===== src/rtl/noc_pkg.sv =====
// Shared types for the mesh edge network interface: default-geometry flit
// layout, RX state encoding and the statistics counter width.
package noc_pkg;

  localparam int unsigned STAT_W      = 16;
  localparam int unsigned NOC_DATA_W  = 32;
  localparam int unsigned NOC_COORD_W = 4;

  typedef enum logic {
    RX_IDLE = 1'b0,
    RX_HOLD = 1'b1
  } rx_state_e;

  // Flit layout at the default geometry; modules build the same field order at their own widths.
  typedef struct packed {
    logic [NOC_COORD_W-1:0] dest_y;
    logic [NOC_COORD_W-1:0] dest_x;
    logic [NOC_DATA_W-1:0]  data;
  } flit_t;

  function automatic logic [STAT_W-1:0] sat_inc(input logic [STAT_W-1:0] v,
                                                 input logic              inc);
    return (inc && (v != '1)) ? v + STAT_W'(1) : v;
  endfunction

endpackage


===== src/rtl/flit_fifo.sv =====
// Circular flit FIFO with wrap-bit pointers, registered flags and a registered head.
module flit_fifo #(
  parameter int unsigned WIDTH = 40,
  parameter int unsigned DEPTH = 4
) (
  input  logic             clk,
  input  logic             rst,
  input  logic             push_i,
  input  logic [WIDTH-1:0] wdata_i,
  input  logic             pop_i,
  output logic             ready_o,
  output logic             valid_o,
  output logic [WIDTH-1:0] head_o
);

  localparam int unsigned AW = $clog2(DEPTH);
  localparam int unsigned PW = AW + 1;

  logic [WIDTH-1:0] mem_q [DEPTH];
  logic [PW-1:0]    wr_ptr_q, wr_ptr_d;
  logic [PW-1:0]    rd_ptr_q, rd_ptr_d;
  logic             ready_q, ready_d;
  logic             valid_q, valid_d;
  logic [WIDTH-1:0] head_q, head_d;
  logic             push_ok;
  logic             pop_ok;

  assign push_ok = push_i & ready_q;
  assign pop_ok  = pop_i & valid_q;

  // Flags and head are computed from the post-update pointers so they are valid the cycle after.
  always_comb begin
    wr_ptr_d = wr_ptr_q + PW'(push_ok);
    rd_ptr_d = rd_ptr_q + PW'(pop_ok);
    valid_d  = (wr_ptr_d != rd_ptr_d);
    ready_d  = !((wr_ptr_d[AW] != rd_ptr_d[AW]) &&
                 (wr_ptr_d[AW-1:0] == rd_ptr_d[AW-1:0]));
    head_d   = '0;
    if (valid_d) begin
      // A write into the slot that becomes the head is not yet visible in mem_q.
      if (push_ok && (wr_ptr_q[AW-1:0] == rd_ptr_d[AW-1:0])) begin
        head_d = wdata_i;
      end else begin
        head_d = mem_q[rd_ptr_d[AW-1:0]];
      end
    end
  end

  always_ff @(posedge clk or negedge rst) begin
    if (!rst) begin
      wr_ptr_q <= '0;
      rd_ptr_q <= '0;
      ready_q  <= 1'b0;
      valid_q  <= 1'b0;
      head_q   <= '0;
    end else begin
      wr_ptr_q <= wr_ptr_d;
      rd_ptr_q <= rd_ptr_d;
      ready_q  <= ready_d;
      valid_q  <= valid_d;
      head_q   <= head_d;
    end
  end

  always_ff @(posedge clk) begin
    if (push_ok) begin
      mem_q[wr_ptr_q[AW-1:0]] <= wdata_i;
    end
  end

  assign ready_o = ready_q;
  assign valid_o = valid_q;
  assign head_o  = head_q;

endmodule


===== src/rtl/edge_ni.sv =====
// Mesh edge network interface: host TX FIFO towards the mesh, address-filtered RX hold
// register towards the host. Statistics counters are built only with EDGE_NI_STATS_EN.
module edge_ni
  import noc_pkg::*;
#(
  parameter int unsigned DATA_WIDTH  = 32,
  parameter int unsigned COORD_WIDTH = 4,
  parameter int unsigned FIFO_DEPTH  = 4,
  parameter int unsigned LOCAL_X     = 0,
  parameter int unsigned LOCAL_Y     = 0
) (
  input  logic                                clk,
  input  logic                                rst,
  input  logic                                host_tx_valid,
  output logic                                host_tx_ready,
  input  logic [COORD_WIDTH-1:0]              host_tx_dest_x,
  input  logic [COORD_WIDTH-1:0]              host_tx_dest_y,
  input  logic [DATA_WIDTH-1:0]               host_tx_data,
  output logic                                mesh_out_valid,
  input  logic                                mesh_out_ready,
  output logic [DATA_WIDTH+2*COORD_WIDTH-1:0] mesh_out_flit,
  input  logic                                mesh_in_valid,
  output logic                                mesh_in_ready,
  input  logic [DATA_WIDTH+2*COORD_WIDTH-1:0] mesh_in_flit,
  output logic                                host_rx_valid,
  input  logic                                host_rx_ready,
  output logic [DATA_WIDTH-1:0]               host_rx_data,
  output logic [STAT_W-1:0]                   stat_tx_cnt,
  output logic [STAT_W-1:0]                   stat_rx_cnt,
  output logic [STAT_W-1:0]                   stat_drop_cnt
);

  localparam int unsigned FLIT_W = DATA_WIDTH + 2 * COORD_WIDTH;

  typedef struct packed {
    logic [COORD_WIDTH-1:0] dest_y;
    logic [COORD_WIDTH-1:0] dest_x;
    logic [DATA_WIDTH-1:0]  data;
  } ni_flit_t;

  ni_flit_t tx_flit;
  ni_flit_t in_flit;

  assign tx_flit = '{dest_y: host_tx_dest_y, dest_x: host_tx_dest_x, data: host_tx_data};
  assign in_flit = mesh_in_flit;

  flit_fifo #(
    .WIDTH (FLIT_W),
    .DEPTH (FIFO_DEPTH)
  ) u_tx_fifo (
    .clk     (clk),
    .rst     (rst),
    .push_i  (host_tx_valid),
    .wdata_i (tx_flit),
    .pop_i   (mesh_out_ready),
    .ready_o (host_tx_ready),
    .valid_o (mesh_out_valid),
    .head_o  (mesh_out_flit)
  );

  rx_state_e             state_q, state_d;
  logic                  in_ready_q, in_ready_d;
  logic                  rx_valid_q, rx_valid_d;
  logic [DATA_WIDTH-1:0] rx_data_q, rx_data_d;
  logic                  in_accept;
  logic                  in_match;

  assign in_accept = mesh_in_valid & in_ready_q;
  assign in_match  = (in_flit.dest_x == COORD_WIDTH'(LOCAL_X)) &&
                     (in_flit.dest_y == COORD_WIDTH'(LOCAL_Y));

  // RX next state; ready/valid are registered decodes of the next state.
  always_comb begin
    state_d   = state_q;
    rx_data_d = rx_data_q;
    unique case (state_q)
      RX_IDLE: begin
        if (in_accept && in_match) begin
          rx_data_d = in_flit.data;
          state_d   = RX_HOLD;
        end
      end
      RX_HOLD: begin
        if (host_rx_ready) begin
          state_d = RX_IDLE;
        end
      end
      default: state_d = RX_IDLE;
    endcase
    in_ready_d = (state_d == RX_IDLE);
    rx_valid_d = (state_d == RX_HOLD);
  end

  always_ff @(posedge clk or negedge rst) begin
    if (!rst) begin
      state_q    <= RX_IDLE;
      in_ready_q <= 1'b0;
      rx_valid_q <= 1'b0;
      rx_data_q  <= '0;
    end else begin
      state_q    <= state_d;
      in_ready_q <= in_ready_d;
      rx_valid_q <= rx_valid_d;
      rx_data_q  <= rx_data_d;
    end
  end

  assign mesh_in_ready = in_ready_q;
  assign host_rx_valid = rx_valid_q;
  assign host_rx_data  = rx_data_q;

`ifdef EDGE_NI_STATS_EN
  logic [STAT_W-1:0] tx_cnt_q, tx_cnt_d;
  logic [STAT_W-1:0] rx_cnt_q, rx_cnt_d;
  logic [STAT_W-1:0] drop_cnt_q, drop_cnt_d;

  // Saturating event counters.
  always_comb begin
    tx_cnt_d   = sat_inc(tx_cnt_q, mesh_out_valid & mesh_out_ready);
    rx_cnt_d   = sat_inc(rx_cnt_q, in_accept & in_match);
    drop_cnt_d = sat_inc(drop_cnt_q, in_accept & ~in_match);
  end

  always_ff @(posedge clk or negedge rst) begin
    if (!rst) begin
      tx_cnt_q   <= '0;
      rx_cnt_q   <= '0;
      drop_cnt_q <= '0;
    end else begin
      tx_cnt_q   <= tx_cnt_d;
      rx_cnt_q   <= rx_cnt_d;
      drop_cnt_q <= drop_cnt_d;
    end
  end

  assign stat_tx_cnt   = tx_cnt_q;
  assign stat_rx_cnt   = rx_cnt_q;
  assign stat_drop_cnt = drop_cnt_q;
`else
  assign stat_tx_cnt   = '0;
  assign stat_rx_cnt   = '0;
  assign stat_drop_cnt = '0;
`endif

endmodule


===== config.mk =====
export PLATFORM = sky130hd
export DESIGN_NAME = edge_ni
export DESIGN_NICKNAME = d
export VERILOG_FILES = /design/src/rtl/noc_pkg.sv /design/src/rtl/flit_fifo.sv /design/src/rtl/edge_ni.sv
export SDC_FILE = /design/constraint.sdc
export NUM_CORES = 1
export LEC_CHECK = 0
export CAP_MARGIN = 20
export CORE_MARGIN = 4
export CORE_UTILIZATION = 48
export CTS_BUF_LIST = sky130_fd_sc_hd__clkbuf_2
export CTS_CLUSTER_SIZE = 20
export DETAILED_ROUTE_END_ITERATION = 10
export PLACE_DENSITY = 0.79
export SETUP_SLACK_MARGIN = 0.15
export SLEW_MARGIN = 20
export SYNTH_ARGS = -nofsm -noshare
export SYNTH_HDL_FRONTEND = slang
export SYNTH_SLANG_ARGS = --single-unit

===== constraint.sdc =====
create_clock -name clk -period 3.9 [get_ports clk]
set_input_delay 0.585 -clock clk [delete_from_list [all_inputs] [get_ports clk]]
set_output_delay 0.585 -clock clk [all_outputs]
set_load 0.01 [all_outputs]

==> results of run 1 <==
==> registers in the layout, summed over array words and instances (netlist names) <==
signal              flops
u_tx_fifo.rd_ptr_q      3
host_rx_valid           1
u_tx_fifo.mem_q       160
u_tx_fifo.valid_o       1
u_tx_fifo.head_o       40
mesh_in_ready           1
u_tx_fifo.wr_ptr_q      3
host_rx_data           32
u_tx_fifo.ready_o       1
==> path summary, 6_finish.rpt <==
| path | to | slack (ps) | cells after the start |
|---|---|---|---|
| worst max-delay path | u_tx_fifo.head_o[26]$_DFF_PN0_ | 1140 | 6 |
| worst min-delay path | host_rx_data[21]$_DFFE_PN0P_ | 400 | 2 |
| min in group asynchronous | u_tx_fifo.head_o[39]$_DFF_PN0_ | 440 | 2 |
| worst min register to register | host_rx_data[28]$_DFFE_PN0P_ | 510 | 1 |
| worst max register to register | u_tx_fifo.head_o[26]$_DFF_PN0_ | 1140 | 6 |
| max in group asynchronous | u_tx_fifo.head_o[37]$_DFF_PN0_ | 2930 | 2 |
==> kinds of logic after synthesis <==
logic type,Yosys count
AND/OR/NAND/NOR,54
XOR/XNOR,9
AO/OA/AOI/OAI,82
multiplexers,72
other,1
flip-flops,242
adder cells (fa/ha/maj),4
buffers and inverters,95
==> final cells by class <==
class | instances | area share [%]
sequential | 242 | 55.1
tap | 270 | 2.71
timing repair buffer | 185 | 14.8
clock inverter | 7 | 0.251
clock buffer | 101 | 4.06
inverter | 2 | 0.0603
multi-input combinational | 269 | 23.0
==> routing by layer <==
layer | GRT usage (%) | vias up | share of wire (%)
li1 | - | 2598 | -
met1 | 24.6 | 3009 | 38
met2 | 34.2 | 371 | 51
met3 | 4.86 | 43 | 8.5
met4 | 6.79 | 0 | 2.2
met5 | 0 | - | 0
==> cell usage after synthesis <==
master	instances	area share [%]
sky130_fd_sc_hd__clkbuf_1	10	0.37
sky130_fd_sc_hd__inv_1	1	0.037
sky130_fd_sc_hd__mux4_2	20	4.5
sky130_fd_sc_hd__nor4_4	1	0.21
sky130_fd_sc_hd__ha_1	4	0.50
sky130_fd_sc_hd__buf_2	27	1.3
sky130_fd_sc_hd__mux2_4	28	4.2
sky130_fd_sc_hd__a22oi_2	4	0.50
sky130_fd_sc_hd__nand2_1	3	0.11
sky130_fd_sc_hd__dfrtp_1	82	20
sky130_fd_sc_hd__clkinv_1	1	0.037
sky130_fd_sc_hd__conb_1	1	0.037
sky130_fd_sc_hd__edfxtp_1	160	48
sky130_fd_sc_hd__mux2_2	4	0.45
sky130_fd_sc_hd__buf_4	48	3.6
sky130_fd_sc_hd__nand4_1	40	2.5
sky130_fd_sc_hd__o21ai_0	1	0.050
sky130_fd_sc_hd__nand3_4	1	0.17
sky130_fd_sc_hd__nor3_1	2	0.10
sky130_fd_sc_hd__a22oi_1	36	2.7
sky130_fd_sc_hd__mux4_1	20	5.2
sky130_fd_sc_hd__buf_6	8	0.90
sky130_fd_sc_hd__and2_1	1	0.062
sky130_fd_sc_hd__nor3b_1	1	0.075
sky130_fd_sc_hd__nor2_1	2	0.075
sky130_fd_sc_hd__and3_1	1	0.062
sky130_fd_sc_hd__o31ai_1	40	3.0
sky130_fd_sc_hd__and4bb_2	1	0.12
sky130_fd_sc_hd__o21a_1	1	0.075
sky130_fd_sc_hd__xnor2_1	3	0.26
sky130_fd_sc_hd__xor2_1	6	0.52
sky130_fd_sc_hd__nand2b_1	1	0.062
==> through the flow <==
stage                     cell area (sq um)  cells  hold WS [ps]  setup slack [ps]
after CTS                             12400   1076           301              1160
after floorplan                       10200    606           289               595
after detailed placement              11900    967           492               607
after global placement                11900    967           485               631
after global routing                  12500   1076           331               989
final                                 12500   1076           398              1140
==> power by group through the flow <==
stage | logic (mW) | registers (mW) | clock network (mW)
6_report | 4.93 | 3.63 | 1.62
5_1_grt | 5.24 | 3.67 | 1.83
4_1_cts | 4.91 | 3.64 | 1.69
3_5_place_dp | 4.87 | 3.68 | 0
3_3_place_gp | 4.74 | 3.67 | 0
2_1_floorplan | 2.97 | 3.71 | 0
==> what timing repair did <==
action                                 in CTS  in global routing
endpoints found under the hold margin      81                  0
hold buffers                                1                  0
resized for setup                           0                  0
setup buffers                               0                  0
==> results.md, run 1 <==
- The run finished with clean final reports.
- Tracing the worst setup path back leads to its startpoint at u_tx_fifo.wr_ptr_q[0]$_DFF_PN0_.
- CTS built an H-tree with a depth of 2.
- The clock latency on the worst-skew pair is 820 ps.
- On the critical path the largest part of the delay comes from XOR/XNOR gates.
- The die covers 0.0233 sq mm.
- The detailed-route via count is 6,021.
- The combinational family with the most area after synthesis is multiplexers.
- In the routed layout, each cell is associated on average with a via count of 5.60.
- The routability congestion estimate from global placement is 0.821.
- After synthesis the cells add up to 0.0101 sq mm.
- The horizontal die dimension is 153 um.
- Along the worst path, the maximum fanout reaches 18.
- The summed negative setup slack over all endpoints is 0 ps.
- For this run, the detailed router's first-pass iteration total came to 5.
- At the pin with the least slew margin, the transition time is 1000 ps.
- The number of failing setup endpoints in the final timing report is 0.
- The total of max-cap violations is 0.
- The half-perimeter wire length of the detailed placement result is 15.0 mm.
- The type of element launching the critical path is a flip-flop.
- The switching fraction of total power is 39.6%.
- The clock network fraction of design power is 15.9%.
- The worst setup path is of the flip-flop to flip-flop kind.
- TritonCTS built the clock tree.
- The final layout contains 849 nets.
- The clock transition at the registers of the reported paths is 100 ps.
- The number of core rows is 52.
- The total global-route track usage is 19.8%.
- VDD sags by at most 0.555 mV.
- The fraction of layout cells with a size suffix above 1 is 24.8%.
- The initial antenna violation count was 0.
- The total power of the final layout is 10.2 mW.
- Summing all flip-flop and latch instances after layout gives 0.00686 sq mm.
- The core footprint is 0.0204 sq mm.
- The area added between synthesis and finish is 23.9%.
- After technology mapping, the gate count stands at 559.
- Of the total synthesized cell area, the portion taken by full adders, half adders and majority gates is 0.498%.
- The delay of the slowest cell on the worst path is 810 ps.
- The via count of the first global-routing pass is 6,586.
- Traced cell by cell, the critical path runs through ha_1 -> ha_1 -> xor2_1 -> xnor2_2 -> buf_4 -> a22oi_1.
- The post-synthesis compound-gate area fraction is 6.30%.
- The vertical die dimension is 153 um.
- The startpoint identified for the worst hold timing path is mesh_in_flit[21].
- The total number of yosys warnings is 0.
- Once the floorplan was initialized, standard cells occupied 49.2% of the core.
- For this design the ratio of total power to cell area is 817 mW/mm^2.
- The average cell area after synthesis is 18.0 sq um.
- Multiplexer cells account for 14.3% of the synthesized area.
- The number of clock sinks seen by CTS is 242.
- The class of the tightest hold or removal check is input pin to flip-flop.
- The CTS buffer count is 59.
- In this run the count of I/O pins placed on the die edge is 210.
- The startpoint identified for the worst register-to-register timing path is u_tx_fifo.wr_ptr_q[0]$_DFF_PN0_.
- The endpoint type of the worst setup path is a flip-flop.
- The number of antenna diodes in the final layout is 0.
- STA puts the critical path data arrival time at 3420 ps.
- The top cell types in the final layout, fill and taps aside, are sky130_fd_sc_hd__clkdlybuf4s50_1 (160), sky130_fd_sc_hd__edfxtp_1 (160), sky130_fd_sc_hd__clkbuf_2 (101).
- The share of total power dissipated in combinational logic is 48.4%.
- The final routed wire length divided by cell count is 22.0 um.
- The highest clock frequency the design can meet is 363 MHz.
- For this run, design rule violations remaining after detail routing come to 0.
- The cell-internal power is 6.15 mW.
- The most prevalent standard cell on the critical path is sky130_fd_sc_hd__ha_1.
- The clock period minus worst slack is 2760 ps.
- The number of buffers and inverters on the critical path is 1.
- In the final layout, the multi-input gates occupy 0.00287 sq mm.
- The layout has 1,493 filler cells.
- The number of distinct library cells after synthesis is 32.
- After the first detailed-routing iteration, the DRC count stood at 395.
- The maximum buffer depth of the clock tree is 3.
- The number of synthesized register bits is 242.
- The final count of hold timing violations came to 0.
- Global routing finished with a remaining overflow of 0.
- The share of synthesized area occupied by flip-flops and latches is 68.2%.
- The first-pass GRT wire length is 36.8 mm.
- Entering global routing, the biggest net connects 83 pins.
- On the final layout, the worst clock skew is 42.2 ps.
- After Yosys synthesis, XOR and XNOR cells account for 0.784% of the synthesized area.
- In this run the static leakage power is 4.86 nW.
- During placement, the flow inserted port buffers numbering 161.
- The sequential cell fraction of total power is 35.7%.
- The count of nets left with antenna violations after detail routing is 0.
- The switching power is 4.03 mW.
- The total wirelength of the detailed-routed design is 23.7 mm.
- The final count of pins violating max slew came to 0.
- Data on the critical path is required at its endpoint by 4560 ps.
- The core utilization of the finished layout is 61.0%.
- Setup repair after global routing left no endpoint under its margin.
- Measured against its own limit, the worst slew margin works out to 33.0%.
- The clock root buffer is sky130_fd_sc_hd__clkbuf_2.
- The post-route clock period utilization is 70.7%.
- The area fraction in and, or, nand and nor cells after synthesis is 3.55%.
- On the critical path, the stage with the largest delay is an instance of sky130_fd_sc_hd__xnor2_2.
Note: power is estimated with default switching activity, not from simulation.
==> run 2, diff against run 1 <==
--- a/config.mk
+++ b/config.mk
@@ -7,11 +7,11 @@
 export LEC_CHECK = 0
 export CAP_MARGIN = 20
 export CORE_MARGIN = 4
-export CORE_UTILIZATION = 48
+export CORE_UTILIZATION = 53
 export CTS_BUF_LIST = sky130_fd_sc_hd__clkbuf_2
 export CTS_CLUSTER_SIZE = 20
 export DETAILED_ROUTE_END_ITERATION = 10
-export PLACE_DENSITY = 0.79
+export PLACE_DENSITY = 0.82
 export SETUP_SLACK_MARGIN = 0.15
 export SLEW_MARGIN = 20
 export SYNTH_ARGS = -nofsm -noshare
==> constraint.sdc (replaced) <==
create_clock -name clk -period 2.6 [get_ports clk]
set_input_delay 0.39 -clock clk [delete_from_list [all_inputs] [get_ports clk]]
set_output_delay 0.39 -clock clk [all_outputs]
set_load 0.01 [all_outputs]
==> results.md, run 2 (synthesis gave the netlist of run 1 again) <==
- The total congestion overflow is 0.
- At the end of routability-driven placement, the weighted congestion stood at 0.783.
- Setup violations remaining at the end of the flow were counted as 0.
- The fraction of layout cells with a size suffix above 1 is 24.1%.
- The placed instances occupy a cell area of 0.0120 sq mm.
- Detailed placement finished with a half-perimeter wire length of 14.9 mm.
- The worst pin sits at a relative slew slack of 58.5%.
- The static leakage is 4.92 nW.
- The initial antenna violation count is 1.
- The kind of critical path is flip-flop to flip-flop.
- The worst flop-to-flop path startpoint is u_tx_fifo.valid_o$_DFF_PN0_.
- Dividing total power by cell area gives a power density of 1240 mW/mm^2.
- Once the floorplan was initialized, standard cells occupied 53.7% of the core.
- The tool flagged a number of max-cap violations equal to 0.
- The core region is 0.0187 sq mm.
- For this block, the via count after detailed routing is 6,138.
- The endpoint type of the worst setup path is a flip-flop.
- The run finished with clean final reports.
- The clock root buffer is sky130_fd_sc_hd__clkbuf_2.
- The DRC violation count after routing is 0.
- The delay of the slowest cell on the worst path is 460 ps.
- For this block, the routed nets add up to 24.1 mm of wire.
- The end point of the worst hold path is host_rx_data[13]$_DFFE_PN0P_.
- The CTS buffer count is 59.
- Overall power consumption after layout is estimated at 15.7 mW.
- For this block, the initial DRC count from the detailed router was 532.
- Using the TritonRoute via totals, the vias-per-cell ratio works out to 5.82.
- The horizontal die dimension is 146 um.
- The first global-routing pass estimated 36.9 mm of wire.
- The clock transition at the registers of the reported paths is 100 ps.
- The tightest min-delay check is of the input pin to flip-flop type.
- The via count of the first global-routing pass is 6,576.
- For the final database, setup skew stands at 32.5 ps.
- The critical path goes through and2_1 -> ha_4 -> ha_2 -> xnor2_2 -> buf_4 -> nand4_1 -> a22oi_1.
- The pre-antenna-repair detailed-routing pass consisted of 5 iterations.
- The startpoint identified for the worst hold timing path is mesh_in_flit[13].
- The least setup slack across all paths after layout is 367 ps.
- The library cells used most frequently in the layout, excluding fill and tap cells, are sky130_fd_sc_hd__clkdlybuf4s50_1 (160), sky130_fd_sc_hd__edfxtp_1 (160), sky130_fd_sc_hd__clkbuf_2 (84).
- The register with the most flip-flops in the layout has 160 of them.
- The CTS tree is yes.
- The die is 146 um tall.
- The worst-path cell with the longest stage delay is sky130_fd_sc_hd__ha_2.
- Clock latency on the worst-skew pair, taken at its later pin, is 850 ps.
- Setup repair after global routing left no endpoint under its margin.
- For this run, the total global-route usage over all layers was measured as 22.3%.
- Data on the critical path is required at its endpoint by 3310 ps.
- Across the VDD grid, the largest voltage drop is 1.03 mV.
- Dividing the detail-routed wire length by the instance count gives 22.8 um.
- The area added between synthesis and finish is 25.3%.
- The post-route clock period utilization is 85.9%.
- At the placement stage, the worst setup path has a slack of -65.1 ps.
- The category of cells accounting for the largest share of critical-path delay is adder cells.
- The worst-path maximum fanout is 22.
- The number of core rows is 50.
- In this run the tool buffered the top-level ports with 161 buffer cells.
- The maximum buffer depth of the clock tree is 3.
- The cell depth of the worst hold path is 2.
- The count of nets left with antenna violations after detail routing is 0.
- The endpoint of the most critical register-to-register path is u_tx_fifo.head_o[20]$_DFF_PN0_.
- Cells fill 67.3% of the core in the end.
- The die covers 0.0212 sq mm.
- After clock tree synthesis, the setup repair step added 0 buffers.
- The highest clock frequency the design can meet is 448 MHz.
- The clock period minus worst slack is 2230 ps.
- The slew at the pin closest to its max-slew limit is 623 ps.
- After routing the design area is 0.0126 sq mm.
- For the worst flop-to-flop path, the logic depth is 7.
- The number of levels the H-tree was split into is 2.
- The tree built by TritonCTS fans out to 242 sinks.
- The final count of pins violating max slew is 0.
- The number of placed I/O pins is 210.
- After the last flow step, the layout net total stands at 859.
- The number of buffers and inverters on the critical path is 1.
- The setup slack on the worst flop-to-flop path is 370 ps.
- On the final layout, the worst hold slack is 188 ps.
- The type of element launching the critical path is a flip-flop.
- The final count of hold timing violations came to 0.
- Entering global routing, the biggest net connects 49 pins.
- Data arrives at the worst endpoint at 2950 ps.
## run 2: cell count changes in the layout (fill, tap and decap cells not counted), sizes merged
cell and delta:
dlygate4sd3 +1, inv -1, buf +9, clkbuf -17
clkinv +22, diode +1
## run 2: repair_timing
action	in CTS	in global routing
hold buffers	3	0
hold endpoints to repair	82	0
gates resized for setup	0	0
endpoints found under the setup margin	0	0
## run 2: layout make-up
| cell class | count | area, sq um |
|---|---|---|
| sequential | 242 | 6860 |
| fill | 1213 | 6110 |
| multi-input combinational | 269 | 2860 |
| timing repair buffer | 195 | 2030 |
| clock buffer | 84 | 420 |
| tap | 234 | 293 |
| clock inverter | 28 | 123 |
| inverter | 2 | 7.51 |
| antenna | 1 | 2.50 |
## run 2: per-stage QoR
step	setup TNS [ps]	std cells
after global routing	0	1055
final	0	1055
after floorplan	0	606
after global placement	0	939
after CTS	0	1054
after detailed placement	-65.1	939
## run 2: how the worst max path moves through the flow
stage                                       to  depth (start not counted)                   startpoint
2_1_floorplan  u_tx_fifo.mem_q[3][0]$_DFFE_PP_                          4  u_tx_fifo.ready_o$_DFF_PN0_
3_3_place_gp    u_tx_fifo.head_o[27]$_DFF_PN0_                          8               mesh_out_ready
3_5_place_dp    u_tx_fifo.head_o[20]$_DFF_PN0_                          8               mesh_out_ready
4_1_cts                          host_rx_valid                          1      host_rx_valid$_DFF_PN0_
5_1_grt                          host_rx_valid                          1      host_rx_valid$_DFF_PN0_
6_report        u_tx_fifo.head_o[20]$_DFF_PN0_                          7  u_tx_fifo.valid_o$_DFF_PN0_
## run 2: worst register-to-register path: stages, from the launching register on
cell and delay (ps):
sky130_fd_sc_hd__dfrtp_1 390, sky130_fd_sc_hd__and2_1 180, sky130_fd_sc_hd__ha_4 170, sky130_fd_sc_hd__ha_2 460, sky130_fd_sc_hd__xnor2_2 150, sky130_fd_sc_hd__buf_4 330, sky130_fd_sc_hd__nand4_1 140, sky130_fd_sc_hd__a22oi_1 300
## run 2: routing by layer
metal | part of all wire [%] | GRT usage, %
met1 | 37 | 28.1
met2 | 50 | 37.3
met3 | 11 | 6.35
met4 | 2.1 | 7.74
met5 | 0 | 0
## run 2: where the power goes
group,switching [mW],total [mW],internal (mW)
Combinational,4.45,7.86,3.41
Sequential,0.335,5.43,5.09
Clock,1.49,2.39,0.896
